**config.mk**
```make
export PLATFORM = sky130hd
export DESIGN_NAME = btn_conditioner
export DESIGN_NICKNAME = d
export VERILOG_FILES = /design/src/rtl/btn_conditioner.sv
export SDC_FILE = /design/constraint.sdc
export NUM_CORES = 1
export LEC_CHECK = 0
export CORE_MARGIN = 3
export CORE_UTILIZATION = 55
export CTS_BUF_LIST = sky130_fd_sc_hd__clkbuf_2
export CTS_CLUSTER_DIAMETER = 150
export DETAILED_ROUTE_END_ITERATION = 16
export GPL_ROUTABILITY_DRIVEN = 0
export PLACE_DENSITY_LB_ADDON = 0.05
export RECOVER_POWER = 25
export SYNTH_ARGS = -nofsm -noshare
export SYNTH_HDL_FRONTEND = slang
export SYNTH_SLANG_ARGS = --single-unit
```
**constraint.sdc**
```tcl
create_clock -name clk -period 4.8 [get_ports clk]
set_clock_uncertainty 0.2 [all_clocks]
set_input_delay 0.72 -clock clk [delete_from_list [all_inputs] [get_ports clk]]
set_output_delay 0.72 -clock clk [all_outputs]
set_load 0.05 [all_outputs]
```
**src/rtl/btn_conditioner.sv**
```systemverilog
// rtl/btn_conditioner.sv - push-button synchroniser, debouncer and press/release/repeat event generator
// Auto-repeat logic is present only when BTN_AUTOREPEAT_EN is defined.
module btn_conditioner #(
    parameter int N_BTN        = 5,
    parameter int DEBOUNCE_CYC = 1000000,
    parameter int REPEAT_DELAY = 50000000,
    parameter int REPEAT_RATE  = 10000000
) (
    input  logic             clk,
    input  logic             rst,
    input  logic [N_BTN-1:0] btn_raw,
    output logic [N_BTN-1:0] btn_level,
    output logic [N_BTN-1:0] btn_press,
    output logic [N_BTN-1:0] btn_release,
    output logic [N_BTN-1:0] btn_repeat,
    output logic             evt_valid,
    output logic [2:0]       evt_code
);

    localparam int DB_W = (DEBOUNCE_CYC > 1) ? $clog2(DEBOUNCE_CYC) : 1;
    localparam logic [DB_W-1:0] DB_LAST = DB_W'(DEBOUNCE_CYC - 1);

    logic [N_BTN-1:0] s1;
    logic [N_BTN-1:0] s2;
    logic [DB_W-1:0]  db_cnt [N_BTN];
    logic [N_BTN-1:0] level_nxt;
    logic [N_BTN-1:0] evt_bits;

    // Level flips on the edge the counter has seen DEBOUNCE_CYC consecutive differing samples.
    always_comb begin
        level_nxt = btn_level;
        for (int i = 0; i < N_BTN; i++) begin
            if ((s2[i] != btn_level[i]) && (db_cnt[i] == DB_LAST)) begin
                level_nxt[i] = ~btn_level[i];
            end
        end
    end

    always_ff @(posedge clk) begin
        if (rst) begin
            s1          <= '0;
            s2          <= '0;
            btn_level   <= '0;
            btn_press   <= '0;
            btn_release <= '0;
            for (int i = 0; i < N_BTN; i++) begin
                db_cnt[i] <= '0;
            end
        end else begin
            s1          <= btn_raw;
            s2          <= s1;
            btn_level   <= level_nxt;
            btn_press   <= level_nxt & ~btn_level;
            btn_release <= ~level_nxt & btn_level;
            for (int i = 0; i < N_BTN; i++) begin
                if ((s2[i] == btn_level[i]) || (db_cnt[i] == DB_LAST)) begin
                    db_cnt[i] <= '0;
                end else begin
                    db_cnt[i] <= db_cnt[i] + DB_W'(1);
                end
            end
        end
    end

`ifdef BTN_AUTOREPEAT_EN
    localparam int RP_MAX = (REPEAT_DELAY > REPEAT_RATE) ? REPEAT_DELAY : REPEAT_RATE;
    localparam int RP_W   = (RP_MAX > 1) ? $clog2(RP_MAX) : 1;
    localparam logic [RP_W-1:0] RP_DELAY_LAST = RP_W'(REPEAT_DELAY - 1);
    localparam logic [RP_W-1:0] RP_RATE_LAST  = RP_W'(REPEAT_RATE - 1);

    typedef enum logic [1:0] {IDLE, DELAY, REPEAT} rep_state_t;

    rep_state_t      rep_state [N_BTN];
    logic [RP_W-1:0] rep_cnt   [N_BTN];

    // Press and release are taken from level_nxt so the FSM moves in the same cycle as the pulses.
    always_ff @(posedge clk) begin
        if (rst) begin
            btn_repeat <= '0;
            for (int i = 0; i < N_BTN; i++) begin
                rep_state[i] <= IDLE;
                rep_cnt[i]   <= '0;
            end
        end else begin
            for (int i = 0; i < N_BTN; i++) begin
                btn_repeat[i] <= 1'b0;
                if (level_nxt[i] && !btn_level[i]) begin
                    rep_state[i] <= DELAY;
                    rep_cnt[i]   <= '0;
                end else if (!level_nxt[i]) begin
                    rep_state[i] <= IDLE;
                    rep_cnt[i]   <= '0;
                end else begin
                    case (rep_state[i])
                        DELAY: begin
                            if (rep_cnt[i] == RP_DELAY_LAST) begin
                                btn_repeat[i] <= 1'b1;
                                rep_cnt[i]    <= '0;
                                rep_state[i]  <= REPEAT;
                            end else begin
                                rep_cnt[i] <= rep_cnt[i] + RP_W'(1);
                            end
                        end
                        REPEAT: begin
                            if (rep_cnt[i] == RP_RATE_LAST) begin
                                btn_repeat[i] <= 1'b1;
                                rep_cnt[i]    <= '0;
                            end else begin
                                rep_cnt[i] <= rep_cnt[i] + RP_W'(1);
                            end
                        end
                        default: begin
                            rep_cnt[i] <= '0;
                        end
                    endcase
                end
            end
        end
    end
`else
    assign btn_repeat = '0;
`endif

    // Lowest index wins; the rest remain visible only in the vectors.
    always_comb begin
        evt_bits  = btn_press | btn_repeat;
        evt_valid = |evt_bits;
        evt_code  = 3'd0;
        for (int i = N_BTN - 1; i >= 0; i--) begin
            if (evt_bits[i]) begin
                evt_code = 3'(i);
            end
        end
    end

endmodule

```
==> flow_summary.toml <==
[power_and_ir_drop]
peakVddDrop_mv = 0.259
p_leak_uw = 0.00249
pwr_density_cell_nw_per_um2 = 282

[timing]
fin_crit_sh_pct = 72.0
finalSetupViolCount = 0
fmax_ghz = 0.289
rsz0062_at_grt = "no"
hold_viol = 0
max_slew_margin_pct = 18.9
period_needed_ps = 3460
drv_slew = 0
tns_ps = 0
tightest_slew_ps = 1220
hold_slack_ps = 263

[die]
die_w_um = 114
num_rows = 38
die_h_um = 114
initial_core_util_pct = 57.7
die_area_sq_um = 13000
core-area_sq_um = 11100
io_pins = 31

[global_routing]
grt.total_usage_pct = 19.7
grt_pass1_wl_um = 20800
grt_overflow = 0
grt_max_degree = 30
antenna_found_initial = 0
grt_pass1_vias = 4704

[critical_path]
arrival_ps = 2540
cp-end-kind = "primary output"
critPathMaxFanout = 4
critPathLaunch = "btn_press[0]"
cp_cell_sequence = "nor4_1 > and2_1 > clkdlybuf4s50_1"
slowest_delay_ps = 800
crit_end = "evt_code[2]"
ff2ff_setup_slack_ps = 2120
r2r_cells = 4
r2r_end = "db_cnt[4][3]"
cpMaxStageDelayCell = "clkdlybuf4s50_1"
r2r_start = "db_cnt[4][12]"
crit_path_start_kind = "flop"
cp_data_required_time_ps = 3880
crit_type = "flop to primary output"

[logic_synthesis]
synth_warnings = 0
avgSynthCellArea_sq_um = 10.3
syn_area_sq_um = 6400
synth_edf_count = 100
async_flop_share_pct = 0
ys_ff_latch = 125
ys_seq_area_share_pct = 54.8
synthFlopType = "edfxtp_1"
synth_cell_types = 38
syn_inst = 623

[placement]
port_buffers = 25
postPlaceCellArea_sq_um = 7130
dp_hpwl_um = 8460

[detailed_routing]
dr.pass1.iters = 5
drt_wl_total_um = 11800
wl_per_cell_um = 13.1
vias = 4858
viasPerCell = 5.38
drc = 0
ant_nets = 0
drtIter0Drc = 357

[clocking]
cts_setup_buffers = 0
clkTransAtPathRegs_ps = 200
clk_latency_ps = 680
cts_tree = "yes"
clockBufferDepth = 2
cts.htree.levels = 4
cts_resized = 0
cts_inserted_buffers = 17
cts_hold_buf = 0
ctsRootBufferMaster = "clkbuf_2"
clock-sinks = 125

[finish]
area_growth_pct = 15.7
diodes = 0
final_nets = 762
drive_gt1_share_pct = 5.50
final_area_sq_um = 7400

[min_path]
hold_class = "flop to flop"

[run_status]
status = "finished, final reports clean"

[job]
maxCapViolCount = 0
## metal layers
metal  GRT usage, %  wire length [um]
met5              0                 0
met4           6.65               169
met3           5.15               526
met2           32.4              5660
met1           25.6              5460
## metrics by stage
step	total power (uW)	util [%]	setup WS [ps]	std cells
5_1_grt	2180	66.8	1180	903
4_1_cts	2110	66.9	1220	903
2_1_floorplan	1340	-	2080	726
3_5_place_dp	1370	64.4	1990	871
6_report	2090	66.8	1340	903
3_3_place_gp	1360	64.4	2060	871
## cell usage after synthesis, drive strengths merged, types with 2 or more instances
cell	number	area, sq um
edfxtp	100	3000
nor2	77	289
a21oi	43	215
nand3	34	170
o21ai	33	169
nand2	30	113
xnor2	30	263
nand4	29	194
xor2	28	245
or3	26	163
dfxtp	25	500
nor3	18	90.1
clkbuf	16	60.1
inv	16	60.1
or4	14	109
and3	13	81.3
nor2b	12	75.1
o31ai	10	75.1
and2	9	56.3
buf	9	56.3
nand2b	9	56.3
and4	8	71.3
nor4b	8	70.1
nor4	7	43.8
ha	5	62.6
nand4b	5	43.8
or2	3	18.8
conb	2	7.51
nor3b	2	15.0
## critical path: cells and delay by family (launching register included)
family / cells / cell delay (ps)
and+or+nand+nor: 2 / 710
DFF: 1 / 370
buffers and inverters: 1 / 800
## layout by cell type (no fill, tap or decap), drive strengths merged, types with 9 or more instances in the layout
cell type      netlist  final
xor2                28     28
clkbuf              16     20
dfxtp               25     25
and3                13     13
nand2               30     30
nor2                77     77
conb                 2    105
edfxtp             100    100
and2                 9      9
or3                 26     26
nor3                18     18
nor2b               12     12
clkdlybuf4s50        0     24
nand2b               9      9
o31ai               10     10
o21ai               33     33
a21oi               43     43
inv                 16     17
nand3               34     34
xnor2               30     30
or4                 14     14
nand4               29     29
## cells by family (layout without fill, tap and decap cells)
| family | after synthesis | after routing | synth area share, % |
|---|---|---|---|
| and+or+nand+nor | 306 | 306 | 26.3 |
| AOI/OAI and AO/OA | 86 | 86 | 7.18 |
| other | 2 | 105 | 0.117 |
| adders and majority gates | 5 | 5 | 0.978 |
| DFF | 125 | 125 | 54.8 |
| buffers and inverters | 41 | 78 | 2.76 |
| xor gates and xnor gates | 58 | 58 | 7.94 |
## flip-flops by register name, summed over array words and instances, names as in the netlist
name         flops
db_cnt         100
btn_level        5
btn_press        5
btn_release      5
s1               5
s2               5
## how the worst min path moves through the flow
stage,from,end,slack (ps),cells after the start
2_1_floorplan,s1[0],s2[0],210,1
3_3_place_gp,s1[3],s2[3],220,1
3_5_place_dp,s1[0],s2[0],230,1
4_1_cts,s1[3],s2[3],270,1
5_1_grt,s1[1],s2[1],260,1
6_report,s1[3],s2[3],260,1
## final cells by class
cell class | count | area [sq um]
fillers | 926 | 3680
flip-flops and latches | 125 | 3500
multi-input cells | 560 | 3100
repair buffers | 30 | 277
clock inverters | 15 | 196
well taps | 140 | 175
clock buffers | 17 | 85.1
inverters | 16 | 60.1
## power by group
group	switching, uW	internal, uW	total (uW)
logic	60.1	34.2	94.3
registers	41.3	1210	1250
clock network	404	341	745
total	505	1580	2090
Power figures use the tool's default switching activity.
